File: src/rtl/keypad_scanner_pkg.sv
// Shared definitions for the keypad scanner: FSM states, key-code meanings
// and default timing parameters.
package keypad_scanner_pkg;

  typedef enum logic [1:0] {
    ST_SCAN     = 2'd0,
    ST_DEBOUNCE = 2'd1,
    ST_PRESSED  = 2'd2
  } scan_state_e;

  localparam int DEFAULT_SCAN_DIV       = 4000;
  localparam int DEFAULT_DEBOUNCE_TICKS = 8;

  // Key codes are {row, col}; 0-9 are digits, A-F are calculator operations.
  localparam logic [3:0] KEY_0   = 4'h0;
  localparam logic [3:0] KEY_1   = 4'h1;
  localparam logic [3:0] KEY_2   = 4'h2;
  localparam logic [3:0] KEY_3   = 4'h3;
  localparam logic [3:0] KEY_4   = 4'h4;
  localparam logic [3:0] KEY_5   = 4'h5;
  localparam logic [3:0] KEY_6   = 4'h6;
  localparam logic [3:0] KEY_7   = 4'h7;
  localparam logic [3:0] KEY_8   = 4'h8;
  localparam logic [3:0] KEY_9   = 4'h9;
  localparam logic [3:0] KEY_ADD = 4'hA;
  localparam logic [3:0] KEY_SUB = 4'hB;
  localparam logic [3:0] KEY_MUL = 4'hC;
  localparam logic [3:0] KEY_DIV = 4'hD;
  localparam logic [3:0] KEY_CLR = 4'hE;
  localparam logic [3:0] KEY_EQU = 4'hF;

  function automatic logic [3:0] colDrive(input logic [1:0] idx);
    colDrive = ~(4'b0001 << idx);
  endfunction

  // Lowest-indexed low row wins when several keys share a column.
  function automatic logic [1:0] lowestLowRow(input logic [3:0] row);
    logic [1:0] idx;
    idx = 2'd0;
    for (int i = 3; i >= 0; i--) begin
      if (!row[i]) idx = 2'(i);
    end
    return idx;
  endfunction

endpackage

File: src/rtl/keypad_scanner_if.sv
// Keypad matrix pins plus the key-code handshake toward the calculator datapath.
interface keypad_scanner_if;
  logic [3:0] row;
  logic [3:0] col;
  logic [3:0] keyCode;
  logic       keyLd;
  logic       keyHeld;

  modport master (
    input  row,
    output col,
    output keyCode,
    output keyLd,
    output keyHeld
  );

  modport slave (
    output row,
    input  col,
    input  keyCode,
    input  keyLd,
    input  keyHeld
  );
endinterface

File: src/rtl/keypad_scanner_scan_tick_gen.sv
// Free-running prescaler producing a one-cycle tick every DIV clocks;
// shared with the display multiplexer.
module scan_tick_gen #(
  parameter int DIV = 4
) (
  input  logic clk_i,
  input  logic rst_i,
  output logic tick_o
);

  localparam int W = (DIV > 1) ? $clog2(DIV) : 1;
  localparam logic [W-1:0] LAST = W'(DIV - 1);

  logic [W-1:0] count_q, count_d;

  always_comb begin
    count_d = (count_q == LAST) ? '0 : count_q + 1'b1;
  end

  always_ff @(posedge clk_i) begin
    if (rst_i) count_q <= '0;
    else       count_q <= count_d;
  end

  assign tick_o = (count_q == LAST);

endmodule

File: src/rtl/keypad_scanner.sv
// 4x4 active-low keypad scanner with debounce; emits one keyLd pulse per
// accepted press and holds keyHeld until the release is debounced.
module keypad_scanner
  import keypad_scanner_pkg::*;
#(
  parameter int SCAN_DIV       = DEFAULT_SCAN_DIV,
  parameter int DEBOUNCE_TICKS = DEFAULT_DEBOUNCE_TICKS
) (
  input  logic                     clk_i,
  input  logic                     rst_i,
  keypad_scanner_if.master         kp
);

  localparam int CW = $clog2(DEBOUNCE_TICKS + 1);
  localparam logic [CW-1:0] TARGET = CW'(DEBOUNCE_TICKS);

  logic        tick;
  logic [3:0]  rowMeta_q, rowSync_q;
  scan_state_e state_q, state_d;
  logic [1:0]  colIdx_q, colIdx_d;
  logic [1:0]  candRow_q, candRow_d;
  logic [CW-1:0] count_q, count_d, countInc;
  logic [3:0]  keyCode_q, keyCode_d;
  logic        keyLd_q, keyLd_d;
  logic        keyHeld_q, keyHeld_d;
  logic [3:0]  col_q;
  logic        anyLow;
  logic [1:0]  lowRow;

  scan_tick_gen #(.DIV(SCAN_DIV)) u_tick (
    .clk_i  (clk_i),
    .rst_i  (rst_i),
    .tick_o (tick)
  );

  assign anyLow   = ~&rowSync_q;
  assign lowRow   = lowestLowRow(rowSync_q);
  assign countInc = count_q + 1'b1;

  // The column index only moves when the scan gives up on a column; it is
  // frozen while a candidate is being debounced or a key is held.
  always_comb begin
    state_d   = state_q;
    colIdx_d  = colIdx_q;
    candRow_d = candRow_q;
    count_d   = count_q;
    keyCode_d = keyCode_q;
    keyLd_d   = 1'b0;
    keyHeld_d = keyHeld_q;

    if (tick) begin
      unique case (state_q)
        ST_SCAN: begin
          if (anyLow) begin
            candRow_d = lowRow;
            if (DEBOUNCE_TICKS == 1) begin
              keyCode_d = {lowRow, colIdx_q};
              keyLd_d   = 1'b1;
              keyHeld_d = 1'b1;
              count_d   = '0;
              state_d   = ST_PRESSED;
            end else begin
              count_d = CW'(1);
              state_d = ST_DEBOUNCE;
            end
          end else begin
            colIdx_d = colIdx_q + 2'd1;
          end
        end

        ST_DEBOUNCE: begin
          if (anyLow && (lowRow == candRow_q)) begin
            if (countInc == TARGET) begin
              keyCode_d = {candRow_q, colIdx_q};
              keyLd_d   = 1'b1;
              keyHeld_d = 1'b1;
              count_d   = '0;
              state_d   = ST_PRESSED;
            end else begin
              count_d = countInc;
            end
          end else begin
            count_d  = '0;
            colIdx_d = colIdx_q + 2'd1;
            state_d  = ST_SCAN;
          end
        end

        ST_PRESSED: begin
          // Count now measures consecutive released ticks of the held key only.
          if (rowSync_q[candRow_q]) begin
            if (countInc == TARGET) begin
              keyHeld_d = 1'b0;
              count_d   = '0;
              colIdx_d  = colIdx_q + 2'd1;
              state_d   = ST_SCAN;
            end else begin
              count_d = countInc;
            end
          end else begin
            count_d = '0;
          end
        end

        default: begin
          state_d = ST_SCAN;
        end
      endcase
    end
  end

  always_ff @(posedge clk_i) begin
    if (rst_i) begin
      rowMeta_q <= 4'hF;
      rowSync_q <= 4'hF;
      state_q   <= ST_SCAN;
      colIdx_q  <= 2'd0;
      candRow_q <= 2'd0;
      count_q   <= '0;
      keyCode_q <= 4'h0;
      keyLd_q   <= 1'b0;
      keyHeld_q <= 1'b0;
      col_q     <= 4'b1110;
    end else begin
      rowMeta_q <= kp.row;
      rowSync_q <= rowMeta_q;
      state_q   <= state_d;
      colIdx_q  <= colIdx_d;
      candRow_q <= candRow_d;
      count_q   <= count_d;
      keyCode_q <= keyCode_d;
      keyLd_q   <= keyLd_d;
      keyHeld_q <= keyHeld_d;
      col_q     <= colDrive(colIdx_d);
    end
  end

  assign kp.col     = col_q;
  assign kp.keyCode = keyCode_q;
  assign kp.keyLd   = keyLd_q;
  assign kp.keyHeld = keyHeld_q;

endmodule
File: src/flat_wrapper.sv
// flat-port wrapper written by rule: the top's interface ports become plain ports
module keypad_scanner_flat import keypad_scanner_pkg::*;
#(
  parameter int SCAN_DIV       = DEFAULT_SCAN_DIV,
  parameter int DEBOUNCE_TICKS = DEFAULT_DEBOUNCE_TICKS
)
  (clk_i, rst_i, kp_row, kp_col, kp_keyCode, kp_keyLd, kp_keyHeld);
  keypad_scanner_if kp_i ();
  input  logic clk_i;
  input  logic rst_i;
  input wire logic [$bits(kp_i.row)-1:0] kp_row;
  output wire logic [$bits(kp_i.col)-1:0] kp_col;
  output wire logic [$bits(kp_i.keyCode)-1:0] kp_keyCode;
  output wire logic [$bits(kp_i.keyLd)-1:0] kp_keyLd;
  output wire logic [$bits(kp_i.keyHeld)-1:0] kp_keyHeld;
  assign kp_i.row = kp_row;
  assign kp_col = kp_i.col;
  assign kp_keyCode = kp_i.keyCode;
  assign kp_keyLd = kp_i.keyLd;
  assign kp_keyHeld = kp_i.keyHeld;
  keypad_scanner #(.SCAN_DIV(SCAN_DIV), .DEBOUNCE_TICKS(DEBOUNCE_TICKS)) u_core (.clk_i(clk_i), .rst_i(rst_i), .kp(kp_i));
endmodule
File: config.mk
export PLATFORM = sky130hd
export DESIGN_NAME = keypad_scanner_flat
export DESIGN_NICKNAME = d
export VERILOG_FILES = /design/src/rtl/keypad_scanner_pkg.sv /design/src/rtl/keypad_scanner_if.sv /design/src/rtl/keypad_scanner_scan_tick_gen.sv /design/src/rtl/keypad_scanner.sv /design/src/flat_wrapper.sv
export SDC_FILE = /design/constraint.sdc
export NUM_CORES = 1
export LEC_CHECK = 0
export BUFFER_PORTS_ARGS = -buffer_cell sky130_fd_sc_hd__buf_2
export CELL_PAD_IN_SITES_DETAIL_PLACEMENT = 1
export CELL_PAD_IN_SITES_GLOBAL_PLACEMENT = 1
export CORE_ASPECT_RATIO = 1.75
export CORE_MARGIN = 1
export CORE_UTILIZATION = 41
export DETAILED_ROUTE_END_ITERATION = 8
export GPL_ROUTABILITY_DRIVEN = 0
export PLACE_DENSITY_LB_ADDON = 0.1
export REMOVE_ABC_BUFFERS = 1
export SETUP_SLACK_MARGIN = 0.15
export SLEW_MARGIN = 20
export SYNTH_ARGS = -nofsm -noshare
export SYNTH_HDL_FRONTEND = slang
export SYNTH_SLANG_ARGS = --single-unit
File: constraint.sdc
create_clock -name clk_i -period 2.1 [get_ports clk_i]
set_input_delay 0.21 -clock clk_i [delete_from_list [all_inputs] [get_ports clk_i]]
set_output_delay 0.21 -clock clk_i [all_outputs]
set_load 0.01 [all_outputs]
==> reports/metrics.yaml, run 1 <==
place_hpwl_um: 3901
grt_pass1_wl_um: 8887
fin_crit_sh_pct: 103.4
wl_per_cell_um: 18.51
viasPerCell: 5.599
antenna_found_initial: 0
final-hold-violation-count: 0
violations: "negative setup slack"
worst_slack_ps: -71.54
fill_cells: 518
critPathMaxFanout: 5
ant_nets: 0
ios: 16
grt_max_degree: 18
relSlewSlack_pct: 58.70
arrival_ps: 2360
setup.worst_path.end_class: "flip-flop"
startpoint_type: "flip-flop"
syn_area_um2: 1967
antenna_cells: 0
numCtsBuffers: 5
cts_tree: "done"
pre_cts_ws_ps: -158.5
area_delta_synth_final_pct: 38.49
worst_pin_slew_ps: 617.2
cap_violations: 0
rows: 33
clock_latency_ps: 300
period_needed_ps: 2172
grt_use_total_pct: 24.80
synth.distinct_cells: 55
ys_async_sr_fraction_pct: 0
ys_warn_count: 0
avgSynthCellArea_um2: 9.191
cts_buffer_depth: 2
drt_wl_total_um: 5960
vias: 1803
hold_buffers: 0
crit_required_ps: 2290
die-area_um2: 5089
htree_levels: 2
hp-class: "in -> reg"
outcome: "finished, violations left"
drt_pass1_iterations: 4
chipWidth_um: 54.36
initial_core_util_pct: 42.53
remaining_drc_errors: 0
dieHeight_um: 93.63
setup_viol: 6
fin_skew_ps: 5.940
synth_edf_count: 0
synth_seq_area_share_pct: 40.71
root_buffer: "clkbuf_8"
cts.sinks: 40
rsz0062_at_grt: "yes"
core_um2: 4624
max_freq_mhz: 460.5
drive_above_1_share_pct: 46.67
grt.overflow.total: 0
pwr_density_cell_nw_per_um2: 554.3
setup_tns_ps: -171.5
syn_inst: 214
critPathKind: "reg -> reg"
yosys_register_bits: 40
nNetsFinal: 282
holdWs_ps: 97.32
maxSlewViolCount: 0
numPortBuffers: 15
clk_pin_slew_ps: 90
grt_pass1_vias: 1914
fin_area_um2: 2724
drtIter0Drc: 35
leakagePower_nw: 1.054
place_area_um2: 2297
irDropWorstVdd_mv: 0.3671
dominantRegCellSynth: "dfxtp_1"
## sequential cells by signal, indices dropped and copies added (netlist names), 4 cells and up
| name | flops |
|---|---|
| u_core.rowMeta_q | 4 |
| u_core.u_tick.count_q | 12 |
| u_core.kp.col | 4 |
| u_core.rowSync_q | 4 |
| u_core.kp.keyCode | 4 |
| u_core.count_q | 4 |
## area by class of cell
class | instances | area (um2) | share of cell area (%)
tap | 52 | 65.06 | 2.389
clock inverter | 3 | 42.54 | 1.562
inverter | 8 | 30.03 | 1.102
clock buffer | 5 | 68.82 | 2.526
timing repair buffer | 57 | 429.2 | 15.76
multi-input combinational | 157 | 1267 | 46.53
sequential | 40 | 820.8 | 30.13
## stage by stage
| stage | utilization (%) | instances | power [W] |
|---|---|---|---|
| floorplan | - | 205 | 0.0008304 |
| global placement | 49.68 | 302 | 0.0008615 |
| detailed placement | 49.68 | 302 | 0.0008677 |
| CTS | 56.85 | 317 | 0.001511 |
| global route | 58.90 | 322 | 0.001554 |
| finish | 58.90 | 322 | 0.001510 |
## power breakdown
group          total [W]  switching [W]  leakage [nW]  internal, W
Combinational  0.0000844      0.0000442         0.672    0.0000402
Sequential      0.000780      0.0000112         0.327     0.000769
Clock           0.000646       0.000294        0.0541     0.000352
Total            0.00151       0.000349          1.05      0.00116
## cells in the mapped netlist (3+ instances only)
library cell / n / area share, %
a21oi_1: 12 / 3.1
clkbuf_1: 7 / 1.3
dfxtp_1: 40 / 41
ha_1: 7 / 4.5
inv_1: 8 / 1.5
mux2i_1: 5 / 2.5
nand2_1: 9 / 1.7
nand3_1: 9 / 2.3
nand3b_1: 3 / 1.1
nand4_1: 3 / 0.95
nor2_1: 24 / 4.6
nor2b_1: 4 / 1.3
nor3b_1: 3 / 1.1
o211ai_1: 3 / 1.1
o21ai_0: 6 / 1.5
or2_2: 12 / 3.8
or3_1: 4 / 1.3
xnor2_1: 6 / 2.7
xor2_1: 3 / 1.3
## cell families (layout without fill, tap and decap cells)
group | Yosys count | in the layout | share of synthesized area, %
muxes | 6 | 6 | 3.690
and+or+nand+nor | 87 | 87 | 25.00
buffers and inverters | 17 | 73 | 3.308
DFF | 40 | 40 | 40.71
adders and majority gates | 7 | 7 | 4.453
xor gates and xnor gates | 9 | 9 | 4.008
AOI/OAI and AO/OA | 48 | 48 | 18.83
## critical path: stages (launching register included)
cell	delay (ps)
dfxtp_4	360
buf_4	140
nor2b_1	160
a31oi_2	260
nand3_1	200
a311oi_4	480
nand2_1	140
a211o_1	330
## worst paths after layout
kind,start,endpoint,slack [ps],depth (start not counted)
worst max-delay path,u_core.candRow_q[1],u_core.kp.col[1],-70,7
worst min-delay path,kp_row[1],u_core.rowMeta_q[1],100,2
worst max register to register,u_core.candRow_q[1],u_core.kp.col[1],-70,7
worst min register to register,u_core.rowMeta_q[1],u_core.rowSync_q[1],420,1
## timing repair
action | in CTS | in global routing
pin swaps | 15 | 9
gates resized for setup | 40 | 17
cloned | 0 | 0
endpoints found under the setup margin | 19 | 17
setup buffers | 7 | 5
## layer usage
layer | vias up | share of wire, % | track usage (%) | wire length, um
li1 | 869 | - | - | -
met1 | 895 | 36 | 22.38 | 2168
met2 | 22 | 59 | 49.29 | 3532
met3 | 17 | 1.4 | 3.577 | 86
met4 | 0 | 2.9 | 10.47 | 172
met5 | - | 0 | 0 | 0
## cells in the final DEF (no fill, tap or decap), drive strengths merged, types with 2 or more instances in the layout
cell and n:
nand4 4, o21ai 6, buf 57, nand2 10, a31oi 2, nor4b 2, o22ai 2, a22oi 2
xor2 3, inv 8, clkbuf 5, nor2 24, a31o 2, or3 4, o211ai 3, a21oi 13
nand2b 2, nor3 2, ha 7, nand3 9, o21bai 2, nor3b 4, dfxtp 40, nand3b 3
and3 2, mux2i 5, a211oi 2, or2 12, a311oi 3, xnor2 6, nor2b 4, a21boi 2
Note: power is estimated with default switching activity, not from simulation.
==> run 2, diff against run 1 <==
--- a/config.mk
+++ b/config.mk
@@ -6,11 +6,12 @@
 export NUM_CORES = 1
 export LEC_CHECK = 0
 export BUFFER_PORTS_ARGS = -buffer_cell sky130_fd_sc_hd__buf_2
+export CAP_MARGIN = 20
 export CELL_PAD_IN_SITES_DETAIL_PLACEMENT = 1
 export CELL_PAD_IN_SITES_GLOBAL_PLACEMENT = 1
 export CORE_ASPECT_RATIO = 1.75
 export CORE_MARGIN = 1
-export CORE_UTILIZATION = 41
+export CORE_UTILIZATION = 35
 export DETAILED_ROUTE_END_ITERATION = 8
 export GPL_ROUTABILITY_DRIVEN = 0
 export PLACE_DENSITY_LB_ADDON = 0.1
==> reports/metrics.yaml, run 2 (synthesized netlist as in run 1, its figures left out) <==
cap_violations: 0  # unchanged
outcome: "finished clean"
nNetsFinal: 280  # -0.71%
relSlewSlack_pct: 62.32  # +3.6 points
fin_crit_sh_pct: 98.45  # -5.0 points
power_w: 0.001490  # -1.3%
drt_pass1_iterations: 4  # unchanged
maxSlewViolCount: 0  # unchanged
final-hold-violation-count: 0  # unchanged
critPathKind: "reg -> reg"
drt_wl_total_um: 5214  # -13%
core_um2: 5343  # +16%
htree_levels: 2  # unchanged
vias: 1746  # -3.2%
cts_buffer_depth: 2  # unchanged
wl_per_cell_um: 15.25  # -18%
holdWs_ps: 91.79  # -5.533 ps
crit_buf_inv: 3  # +2
largest_register_ffs: 12  # unchanged
critPathTopFamily: "compound AO/OA/AOI/OAI gates"
ant_nets: 0  # unchanged
die-area_um2: 5935  # +17%
worst_path_max_delay_cell: "dfxtp_4"
arrival_ps: 2260  # -100 ps
startpoint_type: "flip-flop"
setup.worst_path.end_class: "flip-flop"
drive_above_1_share_pct: 43.66  # -3.0 points
path_cells: "buf_4, a21bo_1, a21oi_4, buf_4, o21ai_2, a2111oi_2, buf_4, or3_1, a211o_1"
clk_pin_slew_ps: 80  # about the same
crit_required_ps: 2290  # about the same
initial_core_util_pct: 36.81  # -5.7 points
antenna_found_initial: 0  # unchanged
antenna_cells: 0  # unchanged
leakagePower_nw: 1.022  # -3.1%
critPathMaxFanout: 4  # -1
place_hpwl_um: 3650  # -6.4%
viasPerCell: 5.105  # -8.8%
rsz0062_at_grt: "yes"
area_delta_synth_final_pct: 37.28
setup_tns_ps: 0  # +171.5 ps
post-place-cells: 320  # +6.0%
mostFrequentLayoutCell: "buf_4"
fin_area_um2: 2700  # -0.87%
clock_latency_ps: 300  # about the same
grt_use_total_pct: 19.42  # -5.4 points
pwr_density_cell_nw_per_um2: 551.9  # -0.44%
dieHeight_um: 101.2  # +8.1%
worst_pin_slew_ps: 565.2  # -52.02 ps
cts_tree: "done"
period_needed_ps: 2068  # -104.0 ps
fin_cells: 342  # +6.2%
layout_common_cells: "35 x buf_4, 28 x dfxtp_1, 23 x nor2_1, 15 x buf_2"
hp-class: "in -> reg"
fin_skew_ps: 5.420  # -0.5207 ps
numPortBuffers: 15  # unchanged
drtIter0Drc: 31  # -11%
max_freq_mhz: 483.7  # +5.0%
place_area_um2: 2295  # -0.11%
setup_viol: 0  # -6
cp_common_cell: "buf_4"
cp_slowest_stage_delay_ps: 400  # -80 ps
rows: 35  # +6.1%
grt_max_degree: 34  # +16
grt_pass1_vias: 1901  # -0.68%
cts.sinks: 40  # unchanged
regMostFlops: "u_core.u_tick.count_q"
ios: 16  # unchanged
chipWidth_um: 58.67  # +7.9%
irDropWorstVdd_mv: 0.3400  # -7.4%
remaining_drc_errors: 0  # unchanged
numCtsBuffers: 5  # unchanged
grt_pass1_wl_um: 8714  # -1.9%
grt.overflow.total: 0  # unchanged
root_buffer: "clkbuf_8"
run 2: final timing paths:
kind / from / cells past startpoint / end / slack, ps
max: u_core.count_q[0] / 9 / u_core.kp.col[1] / 30
min: kp_row[0] / 2 / u_core.rowMeta_q[0] / 90
max reg2reg: u_core.count_q[0] / 9 / u_core.kp.col[1] / 30
min reg2reg: u_core.rowMeta_q[2] / 1 / u_core.rowSync_q[2] / 410
run 2: through the flow:
stage	worst slack, ps	util [%]
global placement	-24.52	42.95
floorplan	-33.80	-
detailed placement	-119.0	42.95
global route	-77.17	50.54
finish	32.50	50.54
CTS	57.24	48.52
run 2: layer usage:
| metal | GRT usage (%) | wire, um |
|---|---|---|
| met1 | 19.54 | 2006 |
| met2 | 37.40 | 2955 |
| met3 | 3.704 | 112 |
| met4 | 8.425 | 140 |
| met5 | 0 | 0 |
run 2: layout make-up:
type                    instances  area [um2]
flip-flops and latches         40       828.3
fillers                       626        2643
clock buffers                   5       68.82
clock inverters                 3       42.54
multi-input cells             157        1244
repair buffers                 55       394.1
inverters                       8       30.03
well taps                      74       92.59
run 2: power by group:
part | switching, W | internal (W) | total, W
combinational | 0.0000417 | 0.0000352 | 0.0000769
sequential | 0.0000108 | 0.000765 | 0.000776
clock | 0.000286 | 0.000352 | 0.000637
run 2: timing repair:
action                                  CTS  global route
endpoints found under the setup margin   16            18
buffers inserted                          8             6
hold buffers                              0             0
hold endpoints to repair                  0             0
pin swaps                                14             7
gates resized for setup                  35            17
